--- src/rtl/jump_physics_if.sv ---
// Frame strobe, jump request inputs and sprite position/status outputs of jump_physics.
interface jump_physics_if #(
    parameter int unsigned Y_W = 10
);
    logic           frame_tick;
    logic           can_jump;
    logic           jump_btn;
    logic [Y_W-1:0] player_y;
    logic           airborne;
    logic           jump_start;
    logic           landed;
    logic [1:0]     state;

    modport master (
        output frame_tick, can_jump, jump_btn,
        input  player_y, airborne, jump_start, landed, state
    );

    modport slave (
        input  frame_tick, can_jump, jump_btn,
        output player_y, airborne, jump_start, landed, state
    );
endinterface

--- src/rtl/jump_physics.sv ---
// Vertical jump/gravity stage for the player sprite; physics advances once per frame_tick.
// Optional JUMP_VARIABLE_HEIGHT_EN: early button release halves upward velocity (short hops).
module jump_physics #(
    parameter int          GROUND_Y = 400,
    parameter int          JUMP_VEL = 12,
    parameter int          GRAVITY  = 1,
    parameter int          MAX_FALL = 12,
    parameter int unsigned Y_W      = 10,
    parameter int unsigned V_W      = 8
) (
    input  logic          proc_clk,
    input  logic          reset,
    jump_physics_if.slave phys_if
);

    localparam int unsigned S_W = Y_W + 1;

    localparam logic        [Y_W-1:0] GROUND_POS = Y_W'(GROUND_Y);
    localparam logic signed [S_W-1:0] GROUND_S   = S_W'(GROUND_Y);
    localparam logic signed [V_W-1:0] JUMP_V     = V_W'(JUMP_VEL);
    localparam logic signed [V_W-1:0] GRAV_V     = V_W'(GRAVITY);
    localparam logic signed [V_W-1:0] FALL_MIN   = V_W'(-MAX_FALL);

    typedef enum logic [1:0] {
        GROUND  = 2'd0,
        ASCEND  = 2'd1,
        DESCEND = 2'd2,
        LAND    = 2'd3
    } state_e;

    logic                  sync1_q, sync2_q, btn_prev_q;
    logic                  btn_rise;
    logic                  pending_q, pending_d;
    state_e                state_q, state_d;
    logic        [Y_W-1:0] y_q, y_d;
    logic signed [V_W-1:0] vel_q, vel_d;
    logic signed [V_W-1:0] vel_eff, vel_dec, vel_next;
    logic signed [S_W-1:0] y_next;
    logic                  airborne_q, airborne_d;
    logic                  jump_start_q, jump_start_d;
    logic                  landed_q, landed_d;
    logic                  accept;

    // Button synchronizer and rising-edge detect
    always_ff @(posedge proc_clk or posedge reset) begin
        if (reset) begin
            sync1_q    <= 1'b0;
            sync2_q    <= 1'b0;
            btn_prev_q <= 1'b0;
        end else begin
            sync1_q    <= phys_if.jump_btn;
            sync2_q    <= sync1_q;
            btn_prev_q <= sync2_q;
        end
    end

    assign btn_rise = sync2_q & ~btn_prev_q;

`ifdef JUMP_VARIABLE_HEIGHT_EN
    localparam logic signed [V_W-1:0] VEL_ONE = V_W'(1);

    // Released button while rising cuts the remaining climb
    always_comb begin
        vel_eff = vel_q;
        if ((state_q == ASCEND) && !sync2_q && (vel_q > VEL_ONE)) begin
            vel_eff = vel_q >>> 1;
        end
    end
`else
    assign vel_eff = vel_q;
`endif

    // One physics step: position in Y_W+1 signed space, velocity clamped at terminal speed
    assign y_next   = {1'b0, y_q} - {{(S_W - V_W){vel_eff[V_W-1]}}, vel_eff};
    assign vel_dec  = vel_eff - GRAV_V;
    assign vel_next = (vel_dec < FALL_MIN) ? FALL_MIN : vel_dec;

    assign accept = (state_q == GROUND) && pending_q && phys_if.can_jump;

    always_ff @(posedge proc_clk or posedge reset) begin
        if (reset) begin
            state_q      <= GROUND;
            pending_q    <= 1'b0;
            y_q          <= GROUND_POS;
            vel_q        <= '0;
            airborne_q   <= 1'b0;
            jump_start_q <= 1'b0;
            landed_q     <= 1'b0;
        end else begin
            state_q      <= state_d;
            pending_q    <= pending_d;
            y_q          <= y_d;
            vel_q        <= vel_d;
            airborne_q   <= airborne_d;
            jump_start_q <= jump_start_d;
            landed_q     <= landed_d;
        end
    end

    always_comb begin
        state_d      = state_q;
        pending_d    = pending_q;
        y_d          = y_q;
        vel_d        = vel_q;
        jump_start_d = 1'b0;
        landed_d     = 1'b0;

        // A press survives at most until the next frame boundary
        if (phys_if.frame_tick) begin
            pending_d = 1'b0;
        end
        if (btn_rise) begin
            pending_d = 1'b1;
        end

        unique case (state_q)
            GROUND: begin
                y_d   = GROUND_POS;
                vel_d = '0;
                if (accept) begin
                    vel_d        = JUMP_V;
                    state_d      = ASCEND;
                    jump_start_d = 1'b1;
                    pending_d    = 1'b0;
                end
            end
            ASCEND: begin
                if (phys_if.frame_tick) begin
                    if (y_next[S_W-1]) begin
                        y_d     = '0;
                        vel_d   = '0;
                        state_d = DESCEND;
                    end else begin
                        y_d   = y_next[Y_W-1:0];
                        vel_d = vel_next;
                        if (vel_next[V_W-1] || (vel_next == '0)) begin
                            state_d = DESCEND;
                        end
                    end
                end
            end
            DESCEND: begin
                if (phys_if.frame_tick) begin
                    if (y_next >= GROUND_S) begin
                        y_d      = GROUND_POS;
                        vel_d    = '0;
                        state_d  = LAND;
                        landed_d = 1'b1;
                    end else begin
                        y_d   = y_next[Y_W-1:0];
                        vel_d = vel_next;
                    end
                end
            end
            LAND: begin
                if (phys_if.frame_tick) begin
                    state_d = GROUND;
                end
            end
        endcase

        airborne_d = (state_d == ASCEND) || (state_d == DESCEND);
    end

    assign phys_if.player_y   = y_q;
    assign phys_if.airborne   = airborne_q;
    assign phys_if.jump_start = jump_start_q;
    assign phys_if.landed     = landed_q;
    assign phys_if.state      = state_q;

endmodule
--- src/flat_wrapper.sv ---
// flat-port wrapper written by rule: the top's interface ports become plain ports
module jump_physics_flat 
#(
    parameter int          GROUND_Y = 400,
    parameter int          JUMP_VEL = 12,
    parameter int          GRAVITY  = 1,
    parameter int          MAX_FALL = 12,
    parameter int unsigned Y_W      = 10,
    parameter int unsigned V_W      = 8
)
  (proc_clk, reset, phys_if_frame_tick, phys_if_can_jump, phys_if_jump_btn, phys_if_player_y, phys_if_airborne, phys_if_jump_start, phys_if_landed, phys_if_state);
  jump_physics_if #(.Y_W(Y_W)) phys_if_i ();
  input  logic proc_clk;
  input  logic reset;
  input wire logic [$bits(phys_if_i.frame_tick)-1:0] phys_if_frame_tick;
  input wire logic [$bits(phys_if_i.can_jump)-1:0] phys_if_can_jump;
  input wire logic [$bits(phys_if_i.jump_btn)-1:0] phys_if_jump_btn;
  output wire logic [$bits(phys_if_i.player_y)-1:0] phys_if_player_y;
  output wire logic [$bits(phys_if_i.airborne)-1:0] phys_if_airborne;
  output wire logic [$bits(phys_if_i.jump_start)-1:0] phys_if_jump_start;
  output wire logic [$bits(phys_if_i.landed)-1:0] phys_if_landed;
  output wire logic [$bits(phys_if_i.state)-1:0] phys_if_state;
  assign phys_if_i.frame_tick = phys_if_frame_tick;
  assign phys_if_i.can_jump = phys_if_can_jump;
  assign phys_if_i.jump_btn = phys_if_jump_btn;
  assign phys_if_player_y = phys_if_i.player_y;
  assign phys_if_airborne = phys_if_i.airborne;
  assign phys_if_jump_start = phys_if_i.jump_start;
  assign phys_if_landed = phys_if_i.landed;
  assign phys_if_state = phys_if_i.state;
  jump_physics #(.GROUND_Y(GROUND_Y), .JUMP_VEL(JUMP_VEL), .GRAVITY(GRAVITY), .MAX_FALL(MAX_FALL), .Y_W(Y_W), .V_W(V_W)) u_core (.proc_clk(proc_clk), .reset(reset), .phys_if(phys_if_i));
endmodule
--- config.mk ---
export PLATFORM = sky130hd
export DESIGN_NAME = jump_physics_flat
export DESIGN_NICKNAME = d
export VERILOG_FILES = /design/src/rtl/jump_physics_if.sv /design/src/rtl/jump_physics.sv /design/src/flat_wrapper.sv
export SDC_FILE = /design/constraint.sdc
export NUM_CORES = 1
export LEC_CHECK = 0
export CAP_MARGIN = 5
export CORE_AREA = 2 2 58 82
export DETAILED_ROUTE_END_ITERATION = 6
export DIE_AREA = 0 0 60 84
export GPL_TIMING_DRIVEN = 0
export PLACE_DENSITY = 0.69
export SLEW_MARGIN = 20
export SYNTH_ARGS = -nofsm -noshare
export SYNTH_HDL_FRONTEND = slang
export SYNTH_SLANG_ARGS = --single-unit
export TNS_END_PERCENT = 20
--- constraint.sdc ---
create_clock -name proc_clk -period 3.7 [get_ports proc_clk]
set_input_delay 0.74 -clock proc_clk [delete_from_list [all_inputs] [get_ports proc_clk]]
set_output_delay 0.74 -clock proc_clk [all_outputs]
set_load 0.02 [all_outputs]
==> flow_summary_export.csv <==
group,metric,value,unit
routing,drt_iter0_drc,62,
setup_path,rr_worst_depth,13,
outcome,status,"complete, no violations",
die,rows,29,
synthesis,synthDominantCellAreaShare,29.0,%
sta,clock_skew,4.35,ps
clocking,post_cts_buffers,0,
finish,multiInputGateArea,1310,um^2
sta,post-route-min-period,3430,ps
die,die_w,60,um
power_and_ir_drop,clkPwrFrac,7.1,%
synthesis,syn_avg_cell_area,8.74,um^2
finish,num_antenna_cells,0,
sta,rsz0062_at_grt,"false",
worst_hold_path,min_path_type,"reg2reg",
finish,most-common-layout-cells,"dfrtp_1, nor2_1, clkdlybuf4s50_1",
sta,max_freq,292,MHz
synthesis,ys_top_cells_by_area,"dfrtp_1, ha_1, a21oi_1",
placement,numPortBuffers,19,
setup_path,path_class,"reg2reg",
power_and_ir_drop,p_total,2410,uW
synthesis,synth.yosys.seq_area_share,32.8,%
placement,dp_cells,318,
finish,fin_util,54.8,%
synthesis,synth-seq-cells,27,
routing,wirelength,4.61,mm
synthesis,async_reset_ff_share,100,%
placement,dp_hpwl,3.53,mm
finish,fillers,426,
setup_path,r2r-start,"u_core.vel_eff[0]",
sta,final-setup-viol-count,0,
setup_path,critical_path_peak_fanout,10,
clocking,cts_sinks,27,
power_and_ir_drop,combPwrFrac,73.5,%
synthesis,synth_area,2070,um^2
routing,firstDrtPassIters,4,
finish,final_nets,286,
finish,layout_commonest_cell,"dfrtp_1",
power_and_ir_drop,p_sw_share,49.1,%
setup_path,start_kind,"register",
clocking,clk_pin_slew,90,ps
global_route,globalRoute.totalOverflow,0,
routing,remaining_drc_errors,0,
finish,seq_area,679,um^2
die,core_area,4390,um^2
global_route,grt_pass1_vias,1779,
synthesis,ys.flop_type,"dfrtp_1",
die,die-area,5040,um^2
clocking,cts_root_buf,"clkbuf_8",
synthesis,syn_nets,262,
sta,drv_slew,0,
setup_path,slowest_delay,480,ps
finish,fin_cells,322,
routing,num_vias,1807,
synthesis,synth_area_leader_cell,"dfrtp_1",
sta,hold_viol_final,0,
sta,worst_pin_slew,615,ps
setup_path,crit_arrival,3630,ps
power_and_ir_drop,p_int,1230,uW
die,pin_count,20,
clocking,clk_latency,280,ps
synthesis,synth_cell_types,53,
power_and_ir_drop,pwr-share-seq,19.4,%
synthesis,yosysWarnings,0,
global_route,grt_pass1_wl,7.89,mm
setup_path,crit_path_start,"u_core.vel_eff[0]",
routing,wl_per_cell,14.3,um
global_route,antenna_found_initial,0,
synthesis,synthCells,237,
power_and_ir_drop,p_sw,1180,uW
worst_hold_path,hp-start,"u_core.sync1_q",
routing,viasPerCell,5.61,
finish,drive_gt1_share,9.23,%
finish,area_growth,16.2,%
clocking,htree_levels,1,
global_route,grt_util_all_layers,19.9,%
clocking,cts_buffer_depth,2,
placement,place_congestion,0.835,
power_and_ir_drop,p_leak,0.00105,uW
sta,slew_headroom,58.9,%
routing,postRouteAntennaNets,0,
power_and_ir_drop,irDropWorstVdd,0.000478,V
setup_path,cp_cell_sequence,"inv_1 > ha_1 > and3_1 > clkbuf_1 > nor3_1 > a31oi_1 > or3b_2 > ha_2 > nand4b_1 > o311ai_2 > a31oi_1 > o311ai_2 > xor2_1",
setup_path,worstPathRequired,3910,ps
die,initial_core_util,47.2,%
sta,whs,369,ps
die,fp.dieH,84,um
synthesis,synth-edff-count,0,
sta,fin_crit_sh,92.6,%
clocking,cts_tree,"built",
setup_path,crit_path_top_delay_cell,"or3b_2",
global_route,grt_start_max_net_pins,28,
run,maxCapViolCount,0,
setup_path,end_kind,"register",
power_and_ir_drop,powerDensity,1000,nW/um^2
worst_hold_path,hold_depth,0,
clocking,numCtsBuffers,3,
-- flip-flops by register name, summed over array words and instances, names as in the netlist --
| register | cells |
|---|---|
| u_core.btn_prev_q | 1 |
| u_core.pending_q | 1 |
| u_core.phys_if.airborne | 1 |
| u_core.phys_if.jump_start | 1 |
| u_core.phys_if.landed | 1 |
| u_core.phys_if.player_y | 10 |
| u_core.phys_if.state | 2 |
| u_core.sync1_q | 1 |
| u_core.sync2_q | 1 |
| u_core.vel_eff | 8 |
-- cell type report --
type	count	share of cell area (%)
Multi-Input combinational cell	184	54.5
Sequential cell	27	28.2
Inverter	19	2.96
Buffer	7	1.35
Tap cell	62	3.22
Clock buffer	4	1.87
Timing Repair Buffer	19	7.90
-- cell usage after synthesis (2+ instances only) --
| cell | n |
|---|---|
| a2111oi_0 | 2 |
| a211oi_1 | 5 |
| a21o_1 | 4 |
| a21oi_1 | 18 |
| a22o_1 | 2 |
| a31oi_1 | 3 |
| and3_1 | 5 |
| buf_2 | 2 |
| clkbuf_1 | 4 |
| dfrtp_1 | 24 |
| dfstp_2 | 3 |
| ha_1 | 19 |
| inv_1 | 19 |
| nand2_1 | 18 |
| nand2b_1 | 5 |
| nand3_1 | 6 |
| nand3b_1 | 3 |
| nor2_1 | 21 |
| nor2b_1 | 8 |
| nor3_1 | 7 |
| o2111a_1 | 3 |
| o211a_1 | 2 |
| o211ai_1 | 2 |
| o21a_1 | 2 |
| o21ai_0 | 12 |
| o31ai_1 | 2 |
| or2_2 | 4 |
| xnor2_1 | 7 |
-- repair_timing --
item | 4_1_cts | 5_1_grt
resized for setup | 1 | 4
hold buffers | 0 | 0
setup endpoints to repair | 2 | 2
-- path summary, 6_finish.rpt --
path	endpoint	slack [ps]
worst max-delay path	u_core.phys_if.airborne	270
max in group asynchronous	u_core.phys_if.player_y[7]	2490
worst min register to register	u_core.sync2_q	370
worst min-delay path	u_core.sync2_q	370
min in group asynchronous	u_core.phys_if.player_y[0]	830
worst max register to register	u_core.phys_if.airborne	270
-- layer usage --
metal | vias up | share of wire, % | global-route usage (%)
met1 | 862 | 44 | 25.0
met3 | 11 | 1.8 | 1.86
met5 | - | 0 | 0
met4 | 0 | 2.5 | 8.08
li1 | 902 | - | -
met2 | 32 | 52 | 33.7
-- stage by stage --
| stage | setup TNS, ps | area, um^2 | setup slack [ps] |
|---|---|---|---|
| 6_report | 0 | 2410 | 273 |
| 5_1_grt | 0 | 2410 | 60.1 |
| 4_1_cts | 0 | 2380 | 21.8 |
| 3_5_place_dp | -85.7 | 2340 | -85.7 |
| 3_3_place_gp | -64.7 | 2340 | -64.7 |
| 2_1_floorplan | 0 | 2070 | 452 |
-- worst max-delay path: cells and delay by family, from the launching register on --
kind / cells / cell delay, ps
fa+ha+maj: 2 / 590
compound gates: 4 / 830
buf+inv: 2 / 240
xor+xnor: 1 / 170
simple gates: 4 / 1090
flops: 1 / 440
-- power groups by stage --
stage	sequential (uW)	clock [uW]	combinational, uW
6_report	467	171	1770
5_1_grt	478	182	1990
4_1_cts	466	174	1730
3_5_place_dp	472	0	1720
3_3_place_gp	470	0	1700
2_1_floorplan	520	0	1250
-- logic make-up (layout without fill, tap and decap cells) --
kind of cell / count (synthesis) / count (layout) / share of synthesized area, %
and+or+nand+nor: 85 / 85 / 21.1
AOI/OAI and AO/OA: 70 / 70 / 24.8
DFF: 27 / 27 / 32.8
buffers and inverters: 26 / 49 / 5.01
adders and majority gates: 20 / 20 / 12.4
xor gates and xnor gates: 8 / 8 / 3.38
muxes: 1 / 1 / 0.483
Power figures use the tool's default switching activity.
